<file path="config.mk">
export PLATFORM = sky130hd
export DESIGN_NAME = frame_bank_arbiter_flat
export DESIGN_NICKNAME = d
export VERILOG_FILES = /design/src/rtl/frame_bank_arbiter_if.sv /design/src/rtl/frame_bank_arbiter.sv /design/src/flat_wrapper.sv
export SDC_FILE = /design/constraint.sdc
export NUM_CORES = 1
export LEC_CHECK = 0
export ABC_CLOCK_PERIOD_IN_PS = 2900
export BUFFER_PORTS_ARGS = -buffer_cell sky130_fd_sc_hd__buf_2
export CAP_MARGIN = 20
export CORE_AREA = 2 2 226 228
export DETAILED_ROUTE_END_ITERATION = 10
export DIE_AREA = 0 0 228 230
export REMOVE_ABC_BUFFERS = 1
export SLEW_MARGIN = 20
export SYNTH_ARGS = -nofsm -noshare
export SYNTH_HDL_FRONTEND = slang
export SYNTH_SLANG_ARGS = --single-unit
</file>
<file path="constraint.sdc">
create_clock -name clock -period 2.9 [get_ports clock]
set_input_delay 0.58 -clock clock [delete_from_list [all_inputs] [get_ports clock]]
set_output_delay 0.58 -clock clock [all_outputs]
set_load 0.05 [all_outputs]
</file>
<file path="src/rtl/frame_bank_arbiter_if.sv">
// Client-side bus of the frame bank arbiter: per-client request/grant plus tagged read return.
// req/grant: an access transfers in the cycle where req[i] && grant[i]; a client keeps req
// asserted with stable wr/addr/wdata until granted, and rdata_valid[i] is a one-cycle pulse.
interface frame_bank_arbiter_if #(
  parameter int NUM_CLIENTS = 4,
  parameter int ADDR_W      = 19,
  parameter int DATA_W      = 36
);
  logic [NUM_CLIENTS-1:0]        req;
  logic [NUM_CLIENTS-1:0]        wr;
  logic [NUM_CLIENTS*ADDR_W-1:0] addr;
  logic [NUM_CLIENTS*DATA_W-1:0] wdata;
  logic [NUM_CLIENTS-1:0]        grant;
  logic [NUM_CLIENTS-1:0]        rdata_valid;
  logic [NUM_CLIENTS*DATA_W-1:0] rdata;

  modport master (
    output req, wr, addr, wdata,
    input  grant, rdata_valid, rdata
  );

  modport slave (
    input  req, wr, addr, wdata,
    output grant, rdata_valid, rdata
  );
endinterface

</file>
<file path="src/rtl/frame_bank_arbiter.sv">
// Two-bank ZBT arbiter: rotating client->frame-buffer map, per-bank fixed/round-robin winner,
// registered SRAM command and tagged read-return pipelines that route data to the issuer.
module frame_bank_arbiter #(
  parameter int NUM_CLIENTS  = 4,
  parameter int ADDR_W       = 19,
  parameter int DATA_W       = 36,
  parameter int IMAGE_LENGTH = 76800,
  parameter int READ_LATENCY = 2,
  parameter int RR_MODE      = 0,
  parameter int BID_W        = $clog2(NUM_CLIENTS)
) (
  input  logic                         clock,
  input  logic                         reset,
  input  logic                         frame_flag,
  frame_bank_arbiter_if.slave          bus,
  output logic [ADDR_W-1:0]            mem0_addr,
  output logic [ADDR_W-1:0]            mem1_addr,
  output logic [DATA_W-1:0]            mem0_write,
  output logic [DATA_W-1:0]            mem1_write,
  output logic                         mem0_wr,
  output logic                         mem1_wr,
  output logic                         mem0_en,
  output logic                         mem1_en,
  input  logic [DATA_W-1:0]            mem0_read,
  input  logic [DATA_W-1:0]            mem1_read,
  output logic [NUM_CLIENTS*BID_W-1:0] buf_map
);

  localparam int TAG_D = READ_LATENCY + 1;

  logic [BID_W-1:0]              buf_id   [NUM_CLIENTS];
  logic [BID_W-1:0]              rr_ptr   [2];
  logic [1:0]                    win_vld;
  logic [BID_W-1:0]              win_idx  [2];
  logic [NUM_CLIENTS-1:0]        grant_raw;
  logic [ADDR_W-1:0]             sel_addr [2];
  logic [DATA_W-1:0]             sel_data [2];
  logic [1:0]                    sel_wr;
  logic [ADDR_W-1:0]             cmd_addr [2];
  logic [DATA_W-1:0]             cmd_data [2];
  logic [1:0]                    cmd_wr;
  logic [1:0]                    cmd_en;
  logic [TAG_D-1:0]              tag_vld  [2];
  logic [BID_W-1:0]              tag_cid  [2][TAG_D];
  logic [DATA_W-1:0]             mem_rd   [2];
  logic [NUM_CLIENTS-1:0]        rvalid_q;
  logic [NUM_CLIENTS*DATA_W-1:0] rdata_q;

  // Buffer id upper bits select the frame slot inside the bank; overflow wraps at ADDR_W.
  function automatic logic [ADDR_W-1:0] phys_addr(input logic [BID_W-1:0] id,
                                                  input logic [ADDR_W-1:0] off);
    logic [31:0] loc;
    loc = 32'(id >> 1);
    return ADDR_W'(loc * 32'(IMAGE_LENGTH) + 32'(off));
  endfunction

  always_comb begin : arb
    int idx;
    idx     = 0;
    win_vld = '0;
    for (int b = 0; b < 2; b++) begin
      win_idx[b] = '0;
      for (int k = 0; k < NUM_CLIENTS; k++) begin
        idx = ((RR_MODE != 0 ? int'(rr_ptr[b]) : 0) + k) % NUM_CLIENTS;
        if (!win_vld[b] && bus.req[idx] && (buf_id[idx][0] == 1'(b))) begin
          win_vld[b] = 1'b1;
          win_idx[b] = BID_W'(idx);
        end
      end
    end
  end

  always_comb begin
    grant_raw = '0;
    sel_wr    = '0;
    for (int b = 0; b < 2; b++) begin
      sel_addr[b] = phys_addr(buf_id[win_idx[b]],
                              bus.addr[int'(win_idx[b])*ADDR_W +: ADDR_W]);
      sel_data[b] = bus.wdata[int'(win_idx[b])*DATA_W +: DATA_W];
      sel_wr[b]   = bus.wr[win_idx[b]];
      if (win_vld[b]) grant_raw[win_idx[b]] = 1'b1;
    end
  end

  assign bus.grant = grant_raw & {NUM_CLIENTS{reset}};

  always_ff @(posedge clock or negedge reset) begin
    if (!reset) begin
      for (int b = 0; b < 2; b++) begin
        cmd_addr[b] <= '0;
        cmd_data[b] <= '0;
      end
      cmd_wr <= '0;
      cmd_en <= '0;
    end else begin
      for (int b = 0; b < 2; b++) begin
        cmd_en[b]   <= win_vld[b];
        cmd_wr[b]   <= win_vld[b] & sel_wr[b];
        cmd_addr[b] <= win_vld[b] ? sel_addr[b] : '0;
        cmd_data[b] <= win_vld[b] ? sel_data[b] : '0;
      end
    end
  end

  // Map rotation takes effect next cycle; rr_ptr is only consulted in round-robin mode.
  always_ff @(posedge clock or negedge reset) begin
    if (!reset) begin
      for (int i = 0; i < NUM_CLIENTS; i++) buf_id[i] <= BID_W'(i);
      for (int b = 0; b < 2; b++) rr_ptr[b] <= '0;
    end else begin
      if (frame_flag) begin
        for (int i = 0; i < NUM_CLIENTS; i++) buf_id[i] <= buf_id[(i + 1) % NUM_CLIENTS];
      end
      for (int b = 0; b < 2; b++) begin
        if (win_vld[b]) rr_ptr[b] <= BID_W'((int'(win_idx[b]) + 1) % NUM_CLIENTS);
      end
    end
  end

  // Tags carry the client index so reads in flight across a rotation still reach their issuer.
  always_ff @(posedge clock or negedge reset) begin
    if (!reset) begin
      for (int b = 0; b < 2; b++) begin
        tag_vld[b] <= '0;
        for (int k = 0; k < TAG_D; k++) tag_cid[b][k] <= '0;
      end
    end else begin
      for (int b = 0; b < 2; b++) begin
        for (int k = TAG_D - 1; k >= 1; k--) begin
          tag_vld[b][k] <= tag_vld[b][k-1];
          tag_cid[b][k] <= tag_cid[b][k-1];
        end
        tag_vld[b][0] <= win_vld[b] & ~sel_wr[b];
        tag_cid[b][0] <= win_idx[b];
      end
    end
  end

  always_ff @(posedge clock or negedge reset) begin
    if (!reset) begin
      rvalid_q <= '0;
      rdata_q  <= '0;
    end else begin
      rvalid_q <= '0;
      for (int b = 0; b < 2; b++) begin
        if (tag_vld[b][TAG_D-1]) begin
          rvalid_q[tag_cid[b][TAG_D-1]] <= 1'b1;
          rdata_q[int'(tag_cid[b][TAG_D-1])*DATA_W +: DATA_W] <= mem_rd[b];
        end
      end
    end
  end

  always_comb begin
    buf_map = '0;
    for (int i = 0; i < NUM_CLIENTS; i++) buf_map[i*BID_W +: BID_W] = buf_id[i];
  end

  assign mem_rd[0]       = mem0_read;
  assign mem_rd[1]       = mem1_read;
  assign bus.rdata_valid = rvalid_q;
  assign bus.rdata       = rdata_q;
  assign mem0_addr       = cmd_addr[0];
  assign mem1_addr       = cmd_addr[1];
  assign mem0_write      = cmd_data[0];
  assign mem1_write      = cmd_data[1];
  assign mem0_wr         = cmd_wr[0];
  assign mem1_wr         = cmd_wr[1];
  assign mem0_en         = cmd_en[0];
  assign mem1_en         = cmd_en[1];

endmodule
</file>
<file path="src/flat_wrapper.sv">
// flat-port wrapper written by rule: the top's interface ports become plain ports
module frame_bank_arbiter_flat 
#(
  parameter int NUM_CLIENTS  = 4,
  parameter int ADDR_W       = 19,
  parameter int DATA_W       = 36,
  parameter int IMAGE_LENGTH = 76800,
  parameter int READ_LATENCY = 2,
  parameter int RR_MODE      = 0,
  parameter int BID_W        = $clog2(NUM_CLIENTS)
)
  (clock, reset, frame_flag, mem0_addr, mem1_addr, mem0_write, mem1_write, mem0_wr, mem1_wr, mem0_en, mem1_en, mem0_read, mem1_read, buf_map, bus_req, bus_wr, bus_addr, bus_wdata, bus_grant, bus_rdata_valid, bus_rdata);
  frame_bank_arbiter_if #(.NUM_CLIENTS(NUM_CLIENTS), .ADDR_W(ADDR_W), .DATA_W(DATA_W)) bus_i ();
  input  logic clock;
  input  logic reset;
  input  logic frame_flag;
  output logic [ADDR_W-1:0] mem0_addr;
  output logic [ADDR_W-1:0] mem1_addr;
  output logic [DATA_W-1:0] mem0_write;
  output logic [DATA_W-1:0] mem1_write;
  output logic mem0_wr;
  output logic mem1_wr;
  output logic mem0_en;
  output logic mem1_en;
  input  logic [DATA_W-1:0] mem0_read;
  input  logic [DATA_W-1:0] mem1_read;
  output logic [NUM_CLIENTS*BID_W-1:0] buf_map;
  input wire logic [$bits(bus_i.req)-1:0] bus_req;
  input wire logic [$bits(bus_i.wr)-1:0] bus_wr;
  input wire logic [$bits(bus_i.addr)-1:0] bus_addr;
  input wire logic [$bits(bus_i.wdata)-1:0] bus_wdata;
  output wire logic [$bits(bus_i.grant)-1:0] bus_grant;
  output wire logic [$bits(bus_i.rdata_valid)-1:0] bus_rdata_valid;
  output wire logic [$bits(bus_i.rdata)-1:0] bus_rdata;
  assign bus_i.req = bus_req;
  assign bus_i.wr = bus_wr;
  assign bus_i.addr = bus_addr;
  assign bus_i.wdata = bus_wdata;
  assign bus_grant = bus_i.grant;
  assign bus_rdata_valid = bus_i.rdata_valid;
  assign bus_rdata = bus_i.rdata;
  frame_bank_arbiter #(.NUM_CLIENTS(NUM_CLIENTS), .ADDR_W(ADDR_W), .DATA_W(DATA_W), .IMAGE_LENGTH(IMAGE_LENGTH), .READ_LATENCY(READ_LATENCY), .RR_MODE(RR_MODE), .BID_W(BID_W)) u_core (.clock(clock), .reset(reset), .frame_flag(frame_flag), .bus(bus_i), .mem0_addr(mem0_addr), .mem1_addr(mem1_addr), .mem0_write(mem0_write), .mem1_write(mem1_write), .mem0_wr(mem0_wr), .mem1_wr(mem1_wr), .mem0_en(mem0_en), .mem1_en(mem1_en), .mem0_read(mem0_read), .mem1_read(mem1_read), .buf_map(buf_map));
endmodule
</file>
* Yosys cells after proc, flatten, opt, wreduce, memory -nomap -nowiden *
Cells that the tools add are included.

word-level totals
  bits in registers = 288
  bits of input ports = 303
  word-level logic and storage cells = 133

operators by class
  add/sub/neg operators = 4
  multiply operators = 8
  order comparisons = 10
  shift-type cells = 8
  multiplexer cells = 44
  bitwise logic cells = 15
  reduce and logical (&&, ||, !) cells = 24

operators with widths
  kind                         count
  $bwmux W144                  2
  $mux W144                    2
  $shift A36 B33 Y144 const A  2
  $shiftx A144 B32 Y36         2
  $shiftx A36 B33 Y144         2
  $shiftx A76 B32 Y19          2
  $mux W36                     2
  $neg A32 Y33                 2
  $add A19 B19 Y19             2
  $mux W19                     2
  $mul A2 B4 Y6 const B        4
  $logic_and A1 B1 Y1          18
  $mul A1 B7 Y8 const B        2
  $mux W1                      16
  $mux W2                      8
  $mux W4                      4
  $mul A2 B5 Y7 const B        2
  $lt A2 B3 Y1 const B         4
  $bmux W2 S2                  2
  $demux W1 S2                 4
  $ge A2 B1 Y1 const B         4
  $or A4 B4 Y4                 2
  $ge A3 B3 Y1 const B         2
  $logic_not A1 Y1             6
  other kinds (5)              15

* Logic depth before layout (Yosys ltp) *
  depth after elaboration = 23
  depth in mapped cells = 14
  mapped depth without buffers = 10

* Worst setup path after synthesis *
No wires, ideal clock.

  kind = register to output
  from = register u_core.buf_id (netlist bit u_core.buf_map[2])
  to = output bus_grant[2]
  arrival = 2.749 ns
  data required time = 2.320 ns
  slack = -0.429 ns
  stages on the path, launching flop included = 8
  path through = dfstp_2 buf_2 nand2b_1 buf_2 nand3_1 buf_2 buf_1 a21boi_0

between the ends
  longest elaborated chain between the ends = 19
  elaborated cells on any way between the ends = 41
  classes of those cells = order compare: 4; mux: 18; bitwise: 3; reduce/logical: 16

ends and longest elaborated chain
  what                                                                line                      RTL
  from (decl)                                                         frame_bank_arbiter.sv:31  logic [BID_W-1:0] buf_id [NUM_CLIENTS];
  $not A1 Y1                                                          frame_bank_arbiter.sv:65  if (!win_vld[b] && bus.req[idx] && (buf_id[idx][0] == 1'(b))) begin
  $logic_and A1 B1 Y1                                                 frame_bank_arbiter.sv:65
  $mux W1                                                             frame_bank_arbiter.sv:65
  $logic_not A1 Y1                                                    frame_bank_arbiter.sv:65
  $logic_and A1 B1 Y1 (2 in series)                                   frame_bank_arbiter.sv:65
  $mux W1                                                             frame_bank_arbiter.sv:65
  $logic_not A1 Y1                                                    frame_bank_arbiter.sv:65
  $logic_and A1 B1 Y1 (2 in series)                                   frame_bank_arbiter.sv:65
  $mux W2                                                             frame_bank_arbiter.sv:65
  $lt A2 B3 Y1 (not written as such) or $ge A2 B1 Y1 (tied branches)  frame_bank_arbiter.sv:81  if (win_vld[b]) grant_raw[win_idx[b]] = 1'b1;
  $logic_and A1 B1 Y1 (not written as such)                           frame_bank_arbiter.sv:81
  $mux W1 (not written as such)                                       frame_bank_arbiter.sv:81
  $demux W1 S2                                                        n/a
  $mux W4                                                             frame_bank_arbiter.sv:81
  $or A4 B4 Y4 (no line)                                              n/a
  $mux W4 (*)                                                         frame_bank_arbiter.sv:81
  $and A4 B4 Y4 (*)                                                   frame_bank_arbiter.sv:85  assign bus.grant = grant_raw & {NUM_CLIENTS{reset}};
  to (decl)                                                           flat_wrapper.sv:32        output wire logic [$bits(bus_i.grant)-1:0] bus_grant;

Mark *: on every way between the ends. The rest lies on a longest branch, timed or not.

* Worst setup path in the final report *
  from = register u_core.buf_id (netlist bit u_core.buf_map[2])
  to = output bus_grant[1]

The elaborated chain is that of the path after synthesis.

==> impl_results.md <==
- Largest family of logic cells by synthesized area: compound AO/OA/AOI/OAI gates
- Iter 0 DRT Violations: 2297
- CTS H-Tree Depth: 2
- Mux contribution to synthesized area: 6.49%
- HPWL after detailed placement: 77600 microns
- Most common cell after layout, fill and taps aside: buf_2
- RD Place Congestion: 1.05
- Die Span X: 228 microns
- Via density: 6.08
- YS warnings: 0
- DR WL/cell: 30.2 microns
- Worst slew pin tran: 1.02 ns
- Fin nets: 2952
- Core area: 49900 sq um
- Clock root cell: clkbuf_16
- Worst vdd ir: 0.407 mV
- Met1 usage: 44.3%
- Hold Slack: 0.298 ns
- Fillcell total: 4946
- Vias in the first global route: 19900
- Seq/Total Area, Yosys: 42.6%
- Clk Latency, worst-skew pair: 0.58 ns
- GRT Max-Usage Layer: met2
- LEAKAGE: 0.0106 uW
- Pwr per Cell Area: 615 nW/um^2
- Initial antenna violation count: 16
- Post-synth EDFFs: 0
- Kind of critical path: register to output pin
- Main synth FF type: dfrtp_1
- Final worst-path cycle share: 97.3%
- Final setup viols: 0
- Synth Instances: 1967
- Clock sinks: 288
- Post-DP Area: 21700 sq um
- Slew margin rel.: 32.1%
- Largest net degree at the start of global routing: 158
- Final WL: 101000 microns
- Ports: 577
- Total CTS buffers: 37
- Met2 Usage GRT: 63.7%
- Setup WS pre-CTS: -0.138 ns
- Layout cells sized above 1: 36.8%
- CTS tree: done
- Crit Path Max Fanout: 27
- Total grt overflow: 0
- Final instance area: 23200 sq um
- HP Class: primary input to register
- All-Layer GR Usage: 37.0%
- Max Freq: 355 MHz
- Async SR Flop Fraction: 100%
- ANT nets after route: 0
- Max Cap Viol: 0
- Port Buffer Count: 576
- Synth unique cells: 74
- Area Growth Syn to Fin: 36.8%
- Clk_skew: 0.0170 ns
- FF+latch count, synth: 288
- Crit end category: output pin
- Final hold vios: 0
- Max-slew violations: 0
- Post-synthesis xor/xnor area fraction: 0.155%
- Die Ht: 230 microns
- Row count: 82
- DRC: 0
- Post-synthesis average cell area: 8.62 sq um
- Reg clk slew, reported paths: 0.06 ns
- CP Data Arrival Time: 2.24 ns
- First-pass GRT wire length: 142000 microns
- TNS Setup: 0 ns
- Post-Synthesis Cell Area: 16900 sq um
- Final min period: 2.82 ns
- DR vias: 20300
- Synth Area in Compound Gates: 27.5%
- CP Launch Type: register
- Setup WS post-layout: 0.0796 ns
- Drt first pass iters: 6
- Worst path required time: 2.32 ns
- Die area: 52400 sq um
- Outcome: completed
- Effective utilization at floorplan: 34.0%
- Post-Synth Adder-Cell Area: 1.68%
- Commonest non-fill, non-tap cells in the layout: buf_2, dfrtp_1, nor2_1
- Routing usage on met3: 8.35%
- Clk buf depth: 3
- Simple-gate share of the synthesized area: 17.2%
- Tot Pwr: 14300 uW
[worst paths after layout]
check	slack, ns	from	end	cells after the start
setup / recovery	0.08	u_core.buf_map[2]$_DFFE_PN1P_	bus_grant[1]	6
hold / removal	0.30	bus_wdata[29]	u_core.mem0_write[29]$_DFF_PN0_	3
setup reg to reg	0.11	u_core.buf_map[2]$_DFFE_PN1P_	u_core.mem1_addr[17]$_DFF_PN0_	13
hold reg to reg	0.34	u_core.tag_vld[0]$_DFF_PN0_	u_core.tag_vld[1]$_DFF_PN0_	0
max in group asynchronous	0.87	reset	u_core.bus.rdata[57]$_DFF_PN0_	4
min in group asynchronous	0.55	reset	u_core.mem0_write[20]$_DFF_PN0_	2
[logic make-up after synthesis]
logic type,Yosys count
buffers and inverters,189
AOI/OAI and AO/OA,730
and+or+nand+nor,629
DFF,288
adders and majority gates,23
muxes,105
xor gates and xnor gates,3
[where the power goes]
group | total, uW | internal [uW] | switching, uW
logic | 4680 | 1250 | 3430
registers | 4880 | 4520 | 363
clock network | 4700 | 2690 | 2010
[registers in the layout, indices dropped and copies added, names as in the netlist, 6 cells and up]
name,count
u_core.mem0_addr,19
u_core.tag_vld,6
u_core.mem1_addr,19
u_core.bus.rdata,144
u_core.mem1_write,36
u_core.tag_cid,12
u_core.buf_map,8
u_core.mem0_write,36
[through the flow]
stage | util, % | cells
global placement | 43.6 | 3250
finish | 46.5 | 3334
detailed placement | 43.6 | 3250
CTS | 46.2 | 3321
global route | 46.5 | 3332
floorplan | - | 1793
[metal layers]
layer	up-vias	part of all wire, %	wire length, microns
li1	8694	-	-
met1	9996	37	37800
met2	1314	49	49000
met3	268	8.7	8800
met4	12	5.1	5170
met5	-	0.081	82
[critical path, cell delays in order (launching register included)]
cell	delay (ns)
dfstp_2	0.60
and2_1	0.19
nand2_2	0.15
buf_12	0.20
a21boi_0	0.19
buf_4	0.18
buf_12	0.14
[cell type report]
type	count	area [sq um]	area share [%]
Clock buffer	50	1060	4.59
Sequential cell	288	7220	31.1
Clock inverter	17	153	0.658
Timing Repair Buffer	796	4660	20.1
Multi-Input combinational cell	1490	9180	39.6
Inverter	15	56.3	0.243
Tap cell	672	841	3.63
Antenna cell	6	15.0	0.0647
[what timing repair did]
action,in CTS,in global routing
setup endpoints to repair,4,13
gates resized for setup,16,22
cloned,0,0
endpoints found under the hold margin,6,0
setup buffers,3,8
hold buffers,1,0
pin swaps,1,8
[cell usage after synthesis (7+ instances only)]
cell      instances  area, sq um
a211oi_1         23          173
a21oi_1         196          981
a22o_1            7         61.3
a22oi_1          89          668
a31oi_1           8         50.1
and2_1           27          169
and3_1            9         56.3
buf_1            24         90.1
buf_2            19         95.1
clkbuf_1        131          492
dfrtp_1         284         7110
ha_1             21          263
inv_1            13         48.8
mux2_2           39          439
mux2i_1          66          661
nand2_1         113          424
nand2b_1         25          156
nand3_1          17         85.1
nor2_1          231          867
nor2b_1           7         43.8
nor3_1          132          661
nor4_1           10         62.6
o211ai_1         15          113
o21ai_0          77          385
o22a_1           14          123
o22ai_1         228         1430
o311ai_0          7         61.3
or2_2            25          156
or3_1            16          100
(Power assumes the default switching activity.)
